<file path="src/rtl/neureka_tcdm_port_splitter_pkg.sv">
// Shared constants for the wide-to-narrow TCDM port splitter.
// Sets the engine's wide memory port width and the 32-bit narrow TCDM word geometry.
package neureka_tcdm_port_splitter_pkg;

  localparam int unsigned NEUREKA_MEM_BANDWIDTH_EXT = 128;
  localparam int unsigned TCDM_DW                   = 32;
  localparam int unsigned TCDM_BEW                  = TCDM_DW / 8;

  function automatic logic [31:0] lane_addr(input logic [31:0] base, input int unsigned idx);
    return base + 32'(idx * TCDM_BEW);
  endfunction

endpackage

</file>
<file path="src/rtl/neureka_tcdm_port_lane.sv">
// One narrow TCDM lane of the splitter: request slicing, sticky grant tracking,
// outstanding-access tracking and a depth-1 response buffer.
module neureka_tcdm_port_lane
  import neureka_tcdm_port_splitter_pkg::*;
#(
  parameter int unsigned LANE_IDX = 0
) (
  input  logic                clk_i,
  input  logic                rst_ni,
  input  logic                clear_i,
  input  logic                in_req_i,
  input  logic [31:0]         in_add_i,
  input  logic                in_wen_i,
  input  logic [TCDM_BEW-1:0] in_be_i,
  input  logic [TCDM_DW-1:0]  in_data_i,
  input  logic                wide_gnt_i,
  input  logic                wide_r_valid_i,
  output logic                out_req_o,
  input  logic                out_gnt_i,
  output logic [31:0]         out_add_o,
  output logic                out_wen_o,
  output logic [TCDM_BEW-1:0] out_be_o,
  output logic [TCDM_DW-1:0]  out_data_o,
  input  logic [TCDM_DW-1:0]  out_r_data_i,
  input  logic                out_r_valid_i,
  output logic                gnt_ok_o,
  output logic                rsp_ok_o,
  output logic [TCDM_DW-1:0]  r_data_o,
  output logic                busy_o
);

  logic               granted_q, granted_d;
  logic               outstanding_q, outstanding_d;
  logic               rsp_valid_q, rsp_valid_d;
  logic [TCDM_DW-1:0] rsp_data_q, rsp_data_d;
  logic               slot_free;
  logic               fire;
  logic               rsp_in;

  assign out_add_o  = lane_addr(in_add_i, LANE_IDX);
  assign out_wen_o  = in_wen_i;
  assign out_be_o   = in_be_i;
  assign out_data_o = in_data_i;

  // The slot frees up in the same cycle the wide response completes, so
  // back-to-back wide requests are not throttled.
  assign slot_free = wide_r_valid_i | (~outstanding_q & ~rsp_valid_q);
  assign out_req_o = in_req_i & ~granted_q & slot_free;
  assign fire      = out_req_o & out_gnt_i;
  assign gnt_ok_o  = granted_q | fire;

  // Responses without a matching outstanding access are dropped.
  assign rsp_in   = out_r_valid_i & outstanding_q;
  assign rsp_ok_o = rsp_valid_q | rsp_in;
  assign r_data_o = rsp_valid_q ? rsp_data_q : out_r_data_i;
  assign busy_o   = granted_q | outstanding_q | rsp_valid_q;

  always_comb begin
    granted_d     = wide_gnt_i ? 1'b0 : (granted_q | fire);
    outstanding_d = fire | (outstanding_q & ~out_r_valid_i);
    rsp_valid_d   = rsp_valid_q;
    rsp_data_d    = rsp_data_q;
    if (wide_r_valid_i) begin
      rsp_valid_d = 1'b0;
    end else if (rsp_in) begin
      rsp_valid_d = 1'b1;
      rsp_data_d  = out_r_data_i;
    end
  end

  always_ff @(posedge clk_i or negedge rst_ni) begin
    if (!rst_ni) begin
      granted_q     <= 1'b0;
      outstanding_q <= 1'b0;
      rsp_valid_q   <= 1'b0;
      rsp_data_q    <= '0;
    end else if (clear_i) begin
      granted_q     <= 1'b0;
      outstanding_q <= 1'b0;
      rsp_valid_q   <= 1'b0;
      rsp_data_q    <= '0;
    end else begin
      granted_q     <= granted_d;
      outstanding_q <= outstanding_d;
      rsp_valid_q   <= rsp_valid_d;
      rsp_data_q    <= rsp_data_d;
    end
  end

endmodule

</file>
<file path="src/rtl/neureka_tcdm_port_splitter.sv">
// Splits one wide HCI core port into MP independent 32-bit TCDM ports, tracking
// per-port grants and reassembling per-port responses into one wide response.
module neureka_tcdm_port_splitter
  import neureka_tcdm_port_splitter_pkg::*;
#(
  parameter int unsigned BW = NEUREKA_MEM_BANDWIDTH_EXT,
  parameter int unsigned MP = BW / 32
) (
  input  logic              clk_i,
  input  logic              rst_ni,
  input  logic              clear_i,
  input  logic              in_req_i,
  output logic              in_gnt_o,
  input  logic [31:0]       in_add_i,
  input  logic              in_wen_i,
  input  logic [BW/8-1:0]   in_be_i,
  input  logic [BW-1:0]     in_data_i,
  output logic [BW-1:0]     in_r_data_o,
  output logic              in_r_valid_o,
  output logic [MP-1:0]     out_req_o,
  input  logic [MP-1:0]     out_gnt_i,
  output logic [MP*32-1:0]  out_add_o,
  output logic [MP-1:0]     out_wen_o,
  output logic [MP*4-1:0]   out_be_o,
  output logic [MP*32-1:0]  out_data_o,
  input  logic [MP*32-1:0]  out_r_data_i,
  input  logic [MP-1:0]     out_r_valid_i,
  output logic              busy_o
);

  logic [MP-1:0] gnt_ok;
  logic [MP-1:0] rsp_ok;
  logic [MP-1:0] lane_busy;

  // All three wide handshakes are pure combinational reductions over the lanes.
  assign in_gnt_o     = in_req_i & (&gnt_ok);
  assign in_r_valid_o = &rsp_ok;
  assign busy_o       = |lane_busy;

  for (genvar p = 0; p < MP; p++) begin : g_lane
    neureka_tcdm_port_lane #(
      .LANE_IDX (p)
    ) u_lane (
      .clk_i          (clk_i),
      .rst_ni         (rst_ni),
      .clear_i        (clear_i),
      .in_req_i       (in_req_i),
      .in_add_i       (in_add_i),
      .in_wen_i       (in_wen_i),
      .in_be_i        (in_be_i[4*p +: 4]),
      .in_data_i      (in_data_i[32*p +: 32]),
      .wide_gnt_i     (in_gnt_o),
      .wide_r_valid_i (in_r_valid_o),
      .out_req_o      (out_req_o[p]),
      .out_gnt_i      (out_gnt_i[p]),
      .out_add_o      (out_add_o[32*p +: 32]),
      .out_wen_o      (out_wen_o[p]),
      .out_be_o       (out_be_o[4*p +: 4]),
      .out_data_o     (out_data_o[32*p +: 32]),
      .out_r_data_i   (out_r_data_i[32*p +: 32]),
      .out_r_valid_i  (out_r_valid_i[p]),
      .gnt_ok_o       (gnt_ok[p]),
      .rsp_ok_o       (rsp_ok[p]),
      .r_data_o       (in_r_data_o[32*p +: 32]),
      .busy_o         (lane_busy[p])
    );
  end

endmodule

</file>
<file path="config.mk">
export PLATFORM = sky130hd
export DESIGN_NAME = neureka_tcdm_port_splitter
export DESIGN_NICKNAME = d
export VERILOG_FILES = /design/src/rtl/neureka_tcdm_port_splitter_pkg.sv /design/src/rtl/neureka_tcdm_port_lane.sv /design/src/rtl/neureka_tcdm_port_splitter.sv
export SDC_FILE = /design/constraint.sdc
export NUM_CORES = 1
export LEC_CHECK = 0
export ABC_AREA = 1
export CAP_MARGIN = 20
export CORE_AREA = 4 4 282 284
export CTS_CLUSTER_DIAMETER = 50
export DETAILED_ROUTE_END_ITERATION = 10
export DIE_AREA = 0 0 286 288
export GPL_TIMING_DRIVEN = 0
export PLACE_DENSITY = 0.44
export SLEW_MARGIN = 15
export SYNTH_ARGS = -nofsm -noshare
export SYNTH_HDL_FRONTEND = slang
export SYNTH_SLANG_ARGS = --single-unit
</file>
<file path="constraint.sdc">
create_clock -name clk_i -period 3.39 [get_ports clk_i]
set_input_delay 0.339 -clock clk_i [delete_from_list [all_inputs] [get_ports clk_i]]
set_output_delay 0.339 -clock clk_i [all_outputs]
set_load 0.1 [all_outputs]
</file>
* Word level (Yosys, flattened, before mapping)
Cells that the tools add are included.
Storage, ports and cells: flip-flop bits (word level) 140, input port bits 317, output and inout bits 411, logic and storage cells 140
Cells by class: add/sub/neg operators 3, eq/ne operators 1, mux-type cells 40, bitwise logic cells 65, reductions and logical operators 15
Operator list (number):
- 2-to-1 mux 32 bit | 16
- adder 32 x 4 -> 32 bit, second input constant | 2
- adder 32 x 3 -> 32 bit, second input constant | 1
- bitwise AND 1 bit | 25
- 2-to-1 mux 1 bit | 24
- OR 1 bit | 24
- NOT 1 bit | 16
- nonzero test 3 bit | 4
- AND reduction 2 bit | 4
- AND reduction 4 bit | 2
- nonzero test 2 bit | 4
- OR reduction 4 bit | 1
- inequality test 2 bit, second input constant | 1

* Logic depth before layout (Yosys ltp)
Gate-level depths: netlist of the first run.
depth after elaboration 11, gate-level depth with buffers 12, gate-level depth less buffers 11

* Modules after synthesis
A second synthesis of the first run with hierarchy kept.
Second synthesis, totals: cell total of the unflattened synthesis 1645, area total of the unflattened synthesis 11121.9 µm²
By module, submodules not included:
- neureka_tcdm_port_lane (g_lane[3].u_lane) | instances 1, cells each 462, area an instance 2946.6 µm², seq. area each 875.8 µm²
- neureka_tcdm_port_lane (g_lane[1].u_lane) | instances 1, cells each 441, area an instance 2909.0 µm², seq. area each 875.8 µm²
- neureka_tcdm_port_lane (g_lane[2].u_lane) | instances 1, cells each 433, area an instance 2826.5 µm², seq. area each 875.8 µm²
- neureka_tcdm_port_lane (g_lane[0].u_lane) | instances 1, cells each 300, area an instance 2404.8 µm², seq. area each 875.8 µm²
- neureka_tcdm_port_splitter | instances 1, cells each 9, area an instance 35.0 µm², seq. area each 0.0 µm²

* Worst setup path before layout of the first run
Ideal clock, no wire load.
kind input -> output, start in in_add_i[3], end out out_add_o[53], data arrival time 3987 ps, data required time 3051 ps, slack -936 ps, stages 10, path buffers 0, cell sequence ha_1 inv_1 nor2_4 nand2_1 inv_1 nand2_1 nor2_1 xor2_1 nor2_1 nor2_1
On the way: cells in the longest elaborated chain, start to end 1
Ends and longest elaborated chain:
- from (decl) | line neureka_tcdm_port_splitter.sv:14 | input logic [31:0] in_add_i,
- adder 32 x 3 -> 32 bit | line neureka_tcdm_port_splitter_pkg.sv:10 | return base + 32'(idx * TCDM_BEW);
- to (decl) | line neureka_tcdm_port_splitter.sv:22 | output logic [MP*32-1:0] out_add_o,
No other way between the ends.

* Worst setup path in the final report of the first run
start in in_add_i[10], end out out_add_o[127]
On the way: cells in the longest elaborated chain, start to end 1
Ends and longest elaborated chain (line):
- adder 32 x 4 -> 32 bit | neureka_tcdm_port_splitter_pkg.sv:10
No other way between the ends.

==> impl_metrics.ini, run 1 <==
[logic_synthesis]
synthesis.area_mm2 = 0.0103
ys.flop_type = dfrtp_1
synth.area.top_cells = dfrtp_1, buf_4, o21ai_0
synth_commonest_cells = nand2_1, o21ai_0, buf_4, inv_1, dfrtp_1
synth-edff-count = 0
syn_inst = 1405
synth_seq_cells = 140
synth_fp_nets = 1726
async_flop_share = 1.00
ys_warn_count = 0
synth_area_leader_cell = dfrtp_1
yosysTopAreaCellShare = 0.341
synth.avg_cell_area_um2 = 7.31
synth_cell_types = 33
yosysMostFrequentCell = nand2_1
synth-seq-area-share = 0.341

[final_layout]
final_cells = 3051
nFillCells = 8642
regArea_mm2 = 0.00350
syn_to_final_growth_pct = 76.2
drive_gt1_frac = 0.211
multiInputGateArea_mm2 = 0.00451
final_util = 0.235
finalNetCount = 2316

[worst_setup_path]
critPathMaxFanout = 5
r2r_end = g_lane[2].u_lane.rsp_data_q[28]
crit_family = buffers and inverters
crit_chain = clkdlybuf4s50_1 > nand2_1 > nor2_1 > inv_2 > nor2_2 > inv_1 > nor2_1 > nand2_1 > xor2_2 > buf_4
end_kind = output pin
r2r-start = g_lane[0].u_lane.rsp_valid_q
cp_slowest_cell = clkdlybuf4s50_1
critPathBufInv = 4
crit_required_ns = 3.05
worst-setup-path-type = primary input to output pin
cp-start-kind = primary input
slowest_delay_ns = 0.67
rrSetupSlack_ns = 1.07
arrival_ns = 2.95
r2r_cells = 10

[detailed_routing]
drt_iter0_drc = 463
drc = 0
vias = 11300
vias_per_cell = 3.69
firstDrtPassIters = 5
wl_um = 54600
drtAntennaViolNets = 0
wl_per_cell_um = 17.9

[power]
power.leakage_nw = 8.32
power_mw = 7.39
ir_drop_mv = 0.359
p_per_area_mw_per_mm2 = 409

[timing]
tightestPinTransition_ns = 1.08
final.setup.tns_ns = 0
period_share = 0.971
holdWs_ns = 0.380
period_minus_slack_ns = 3.29
max_freq_mhz = 304
rsz0062_at_grt = false
drv_slew = 0
skew_ns = 0.0172
hold_viol_final = 0
setup_viol = 0
relSlewSlack = 0.285

[die]
die_w_um = 286
start_util = 0.133
fp.dieH_um = 288
die-area_mm2 = 0.0824
core_mm2 = 0.0771
rows = 102
ioPinCount = 728

[global_routing]
grt_max_degree = 77
antenna_found_initial = 8
grt_usage = 0.127
gr-total-overflow = 0
grt_pass1_vias = 11800
grt_pass1_wl_um = 77800

[clock_network]
cts_buffers = 17
cts_root_buf = clkbuf_16
cts_max_level = 4
cts_sinks = 140
cts_tree = yes
clock_latency_ns = 0.47
path_clk_slew_ns = 0.07
clock_path_buffers = 2

[placement]
io_buffers = 565
hpwl_um = 45900
dpl.cell_count = 3013
gp_congestion = 0.888

[min_path]
hold_path.class = primary input to async pin

[status]
status = finished, final reports clean

[flow_run]
drv_cap = 0
repair_timing:
item	4_1_cts	5_1_grt
hold buffers	1	0
gates resized for setup	348	81
setup endpoints to repair	126	95
hold endpoints to repair	64	0
pin swaps	1	0
setup buffers	2	0
where the power goes:
part           switching [mW]  internal (mW)  total [mW]
clock                   0.881           1.04        1.92
sequential             0.0275           1.72        1.74
combinational            2.86          0.860        3.72
registers in the layout (all words and copies together) (netlist names):
register and flops:
g_lane.u_lane.outstanding_q 4, g_lane.u_lane.rsp_valid_q 4, g_lane.u_lane.rsp_data_q 128, g_lane.u_lane.granted_q 4
layer usage:
layer | share of wire | track usage | up-vias
met3 | 0.084 | 0.0421 | 58
met4 | 0.027 | 0.0411 | 6
met5 | 0.00088 | 0 | -
met1 | 0.38 | 0.139 | 5289
li1 | - | - | 5428
met2 | 0.51 | 0.230 | 474
cells in the final DEF, fill, tap and decap left out, types with 4 or more instances in the layout:
cell type        synthesis  final
o21ai_2                 20     20
clkbuf_2                 4     12
nand2_1                221    220
dfrtp_1                140    140
clkdlybuf4s50_1          0    392
clkbuf_16                0     17
buf_6                    3      6
nor3_2                   3      4
diode_2                  0      4
nand3_4                  4      4
o21ai_1                 42     43
clkdlybuf4s15_2          0     30
or2_2                    4      4
buf_1                    4      4
inv_1                  178    177
nor2_4                   3      4
o21ai_0                196    195
xor2_2                   0     26
nand3_1                137    137
inv_2                    9      9
buf_2                   17     37
dlygate4sd2_1            0     48
xor2_1                  72     46
inv_6                    0      7
nand2_2                  5      6
buf_4                  195    206
ha_1                     4      4
nand4_1                 11     11
xnor2_1                  7      7
nor3_1                  10      9
clkbuf_1                41     38
nor2_2                   3      7
a21oi_1                  8      8
nor2_1                  52     47
dlymetal6s2s_1           0     50
per-stage QoR:
step	worst slack [ns]	cell area, um2
2_1_floorplan	-0.415	10500
3_3_place_gp	-4.43	17400
3_5_place_dp	-1.74	17500
4_1_cts	-0.0306	18000
5_1_grt	0.000580	18100
6_report	0.0970	18100
area by class of cell:
type / count / share of cell area
multi-input cells: 811 / 0.249
plain buffers: 264 / 0.0985
well taps: 1040 / 0.0719
clock inverters: 13 / 0.00726
flip-flops and latches: 140 / 0.194
inverters: 190 / 0.0400
clock buffers: 18 / 0.0243
repair buffers: 571 / 0.315
diodes: 4 / 0.000553
worst register-to-register path: stages, from the launching register on:
cell and delay, ns:
dfrtp_1 0.47, inv_2 0.21, nand2_1 0.13, nand2_1 0.11, inv_2 0.05, nand2_4 0.07
buf_6 0.17, nand3_4 0.17, nand2_1 0.32, buf_2 0.37, o21ai_1 0.11
worst max-delay path by stage:
stage,end,startpoint,slack [ns],cells after the start
after floorplan,out_add_o[53],in_add_i[3],-0.41,10
after global placement,g_lane[2].u_lane.rsp_data_q[26],rst_ni,-4.43,1
after detailed placement,out_add_o[116],in_add_i[2],-1.74,12
after CTS,out_add_o[62],in_add_i[4],-0.03,10
after global routing,in_r_data_o[8],g_lane[0].u_lane.rsp_valid_q,0.0006,4
final,out_add_o[127],in_add_i[10],0.1,10
cell families after synthesis:
kind of cell    count (synthesis)  synth area share
compound gates                269             0.139
buf+inv                       454             0.243
xor+xnor                       79            0.0674
fa+ha+maj                       4           0.00488
flops                         140             0.341
simple gates                  459             0.204
Power figures use the tool's default switching activity.
==> inputs of run 2 (changes only) <==
--- a/config.mk
+++ b/config.mk
@@ -8,10 +8,12 @@
 export ABC_AREA = 1
 export CAP_MARGIN = 20
 export CORE_AREA = 4 4 282 284
+export CTS_BUF_LIST = sky130_fd_sc_hd__clkbuf_16
 export CTS_CLUSTER_DIAMETER = 50
 export DETAILED_ROUTE_END_ITERATION = 10
 export DIE_AREA = 0 0 286 288
 export GPL_TIMING_DRIVEN = 0
+export MAX_ROUTING_LAYER = met4
 export PLACE_DENSITY = 0.44
 export SLEW_MARGIN = 15
 export SYNTH_ARGS = -nofsm -noshare
==> run 2 against run 1 <==
- non-clock buffer count unchanged
- clock power is 3% higher
- first-iteration DRC count fell by 7.6%
- clock skew increased by 0.0043 ns
- wire length grew 1.1%
- count of clock-buffer cells in the layout decreased by 1
- sequential share of layout area barely moved
- die area stayed put
- combinational power is essentially flat
- maximum frequency barely moved
- utilization hardly changed
- global-route usage grew 0.52 points
==> impl_metrics.ini, run 2 (synthesis results as in run 1) <==
[timing]
hold_viol_final = 0
fin_ws_ns = 0.0974
tightestPinTransition_ns = 1.06
period_minus_slack_ns = 3.29
period_share = 0.971
skew_ns = 0.0216
relSlewSlack = 0.296
final.setup.tns_ns = 0
setup_viol = 0
max_freq_mhz = 304
drv_slew = 0
holdWs_ns = 0.384
rsz0062_at_grt = false

[final_layout]
final_area_mm2 = 0.0181
drive_gt1_frac = 0.216
layout_common_cells = clkdlybuf4s50_1, nand2_1, buf_4
final_cells = 3058
final_util = 0.235
nFillCells = 8666
finalNetCount = 2316
syn_to_final_growth_pct = 76.3
largest_reg_flops = 128
final_common_cell = clkdlybuf4s50_1
regMostFlops = g_lane.u_lane.rsp_data_q

[detailed_routing]
drt_iter0_drc = 428
wl_per_cell_um = 18.0
firstDrtPassIters = 5
wl_um = 55200
vias = 11300
drtAntennaViolNets = 0
drc = 0
vias_per_cell = 3.68

[global_routing]
grt_usage = 0.132
grt_max_degree = 76
antenna_found_initial = 10
grt_pass1_wl_um = 78200
gr-total-overflow = 0
grt_pass1_vias = 11600

[clock_network]
cts_max_level = 4
cts_root_buf = clkbuf_16
clock_path_buffers = 2
path_clk_slew_ns = 0.07
clock_latency_ns = 0.48
cts_buffers = 17
cts_tree = yes
cts_sinks = 140

[die]
fp.dieH_um = 288
ioPinCount = 728
core_mm2 = 0.0771
die-area_mm2 = 0.0824
rows = 102
start_util = 0.133
die_w_um = 286

[worst_setup_path]
end_kind = output pin
crit_required_ns = 3.05
cp-start-kind = primary input
r2r_end = g_lane[2].u_lane.rsp_data_q[28]
r2r_cells = 10
arrival_ns = 2.95
critPathMaxFanout = 5
rrSetupSlack_ns = 1.04
r2r-start = g_lane[1].u_lane.rsp_valid_q
worst-setup-path-type = primary input to output pin

[placement]
dpl.cell_count = 3012
pre_cts_ws_ns = -1.80
io_buffers = 565
gp_congestion = 0.900
hpwl_um = 46200
place_area_mm2 = 0.0175

[power]
ir_drop_mv = 0.337
p_per_area_mw_per_mm2 = 411
power.leakage_nw = 8.29
power_mw = 7.45

[flow_run]
drv_cap = 0

[status]
status = finished, final reports clean

[min_path]
hold_path.class = primary input to async pin
## run 2: changes by cell type in the layout (fill, tap and decap cells not counted), moves of 2 or more
cell	before	now
clkbuf_2	12	18
buf_2	37	32
dlygate4sd2_1	48	44
clkdlybuf4s15_2	30	32
buf_4	206	208
dlymetal6s2s_1	50	47
clkbuf_4	3	5
diode_2	4	10
## run 2: area by class of cell
type / instances / area [um2] / area share
timing repair buffer: 571 / 5670 / 0.313
multi-input combinational: 811 / 4510 / 0.249
sequential: 140 / 3500 / 0.194
buffer: 264 / 1780 / 0.0984
tap: 1040 / 1300 / 0.0719
inverter: 190 / 724 / 0.0400
clock buffer: 17 / 425 / 0.0235
clock inverter: 15 / 155 / 0.00857
antenna: 10 / 25.0 / 0.00138
## run 2: repair_timing
action	4_1_cts	5_1_grt
endpoints found under the setup margin	128	83
resized for setup	356	93
buffers inserted	3	0
hold buffers	1	0
endpoints found under the hold margin	65	0
pin swaps	1	0
## run 2: worst max-delay path by stage
stage / from / to / slack (ns) / cells past startpoint
final: in_add_i[10] / out_add_o[127] / 0.1 / 10
after global routing: in_add_i[3] / out_add_o[124] / 0.0004 / 10
after CTS: g_lane[2].u_lane.rsp_valid_q / in_r_data_o[83] / 0.002 / 5
after detailed placement: in_add_i[2] / out_add_o[116] / -1.80 / 12
after global placement: rst_ni / g_lane[2].u_lane.rsp_data_q[26] / -4.45 / 1
after floorplan: in_add_i[3] / out_add_o[53] / -0.41 / 10
## run 2: routing by layer
metal  global-route usage  up-vias  wire length, um
met5                    -        -                0
met4               0.0418        0             1170
met3               0.0447       41             4440
met2                0.231      437            28500
met1                0.141     5335            21100
li1                     -     5441                -
## run 2: report_power, final
group | total, mW | internal, mW | switching, mW
sequential | 1.74 | 1.72 | 0.0279
combinational | 3.73 | 0.858 | 2.87
clock | 1.98 | 1.04 | 0.940
total | 7.45 | 3.61 | 3.84
## run 2: critical path, cell delays in order
cell and delay [ns]:
clkdlybuf4s50_1 0.69, nand2_1 0.19, nor2_1 0.25, inv_2 0.09
nor2_2 0.30, inv_1 0.10, nor2_1 0.20, nand2_1 0.13
xor2_2 0.28, buf_4 0.35
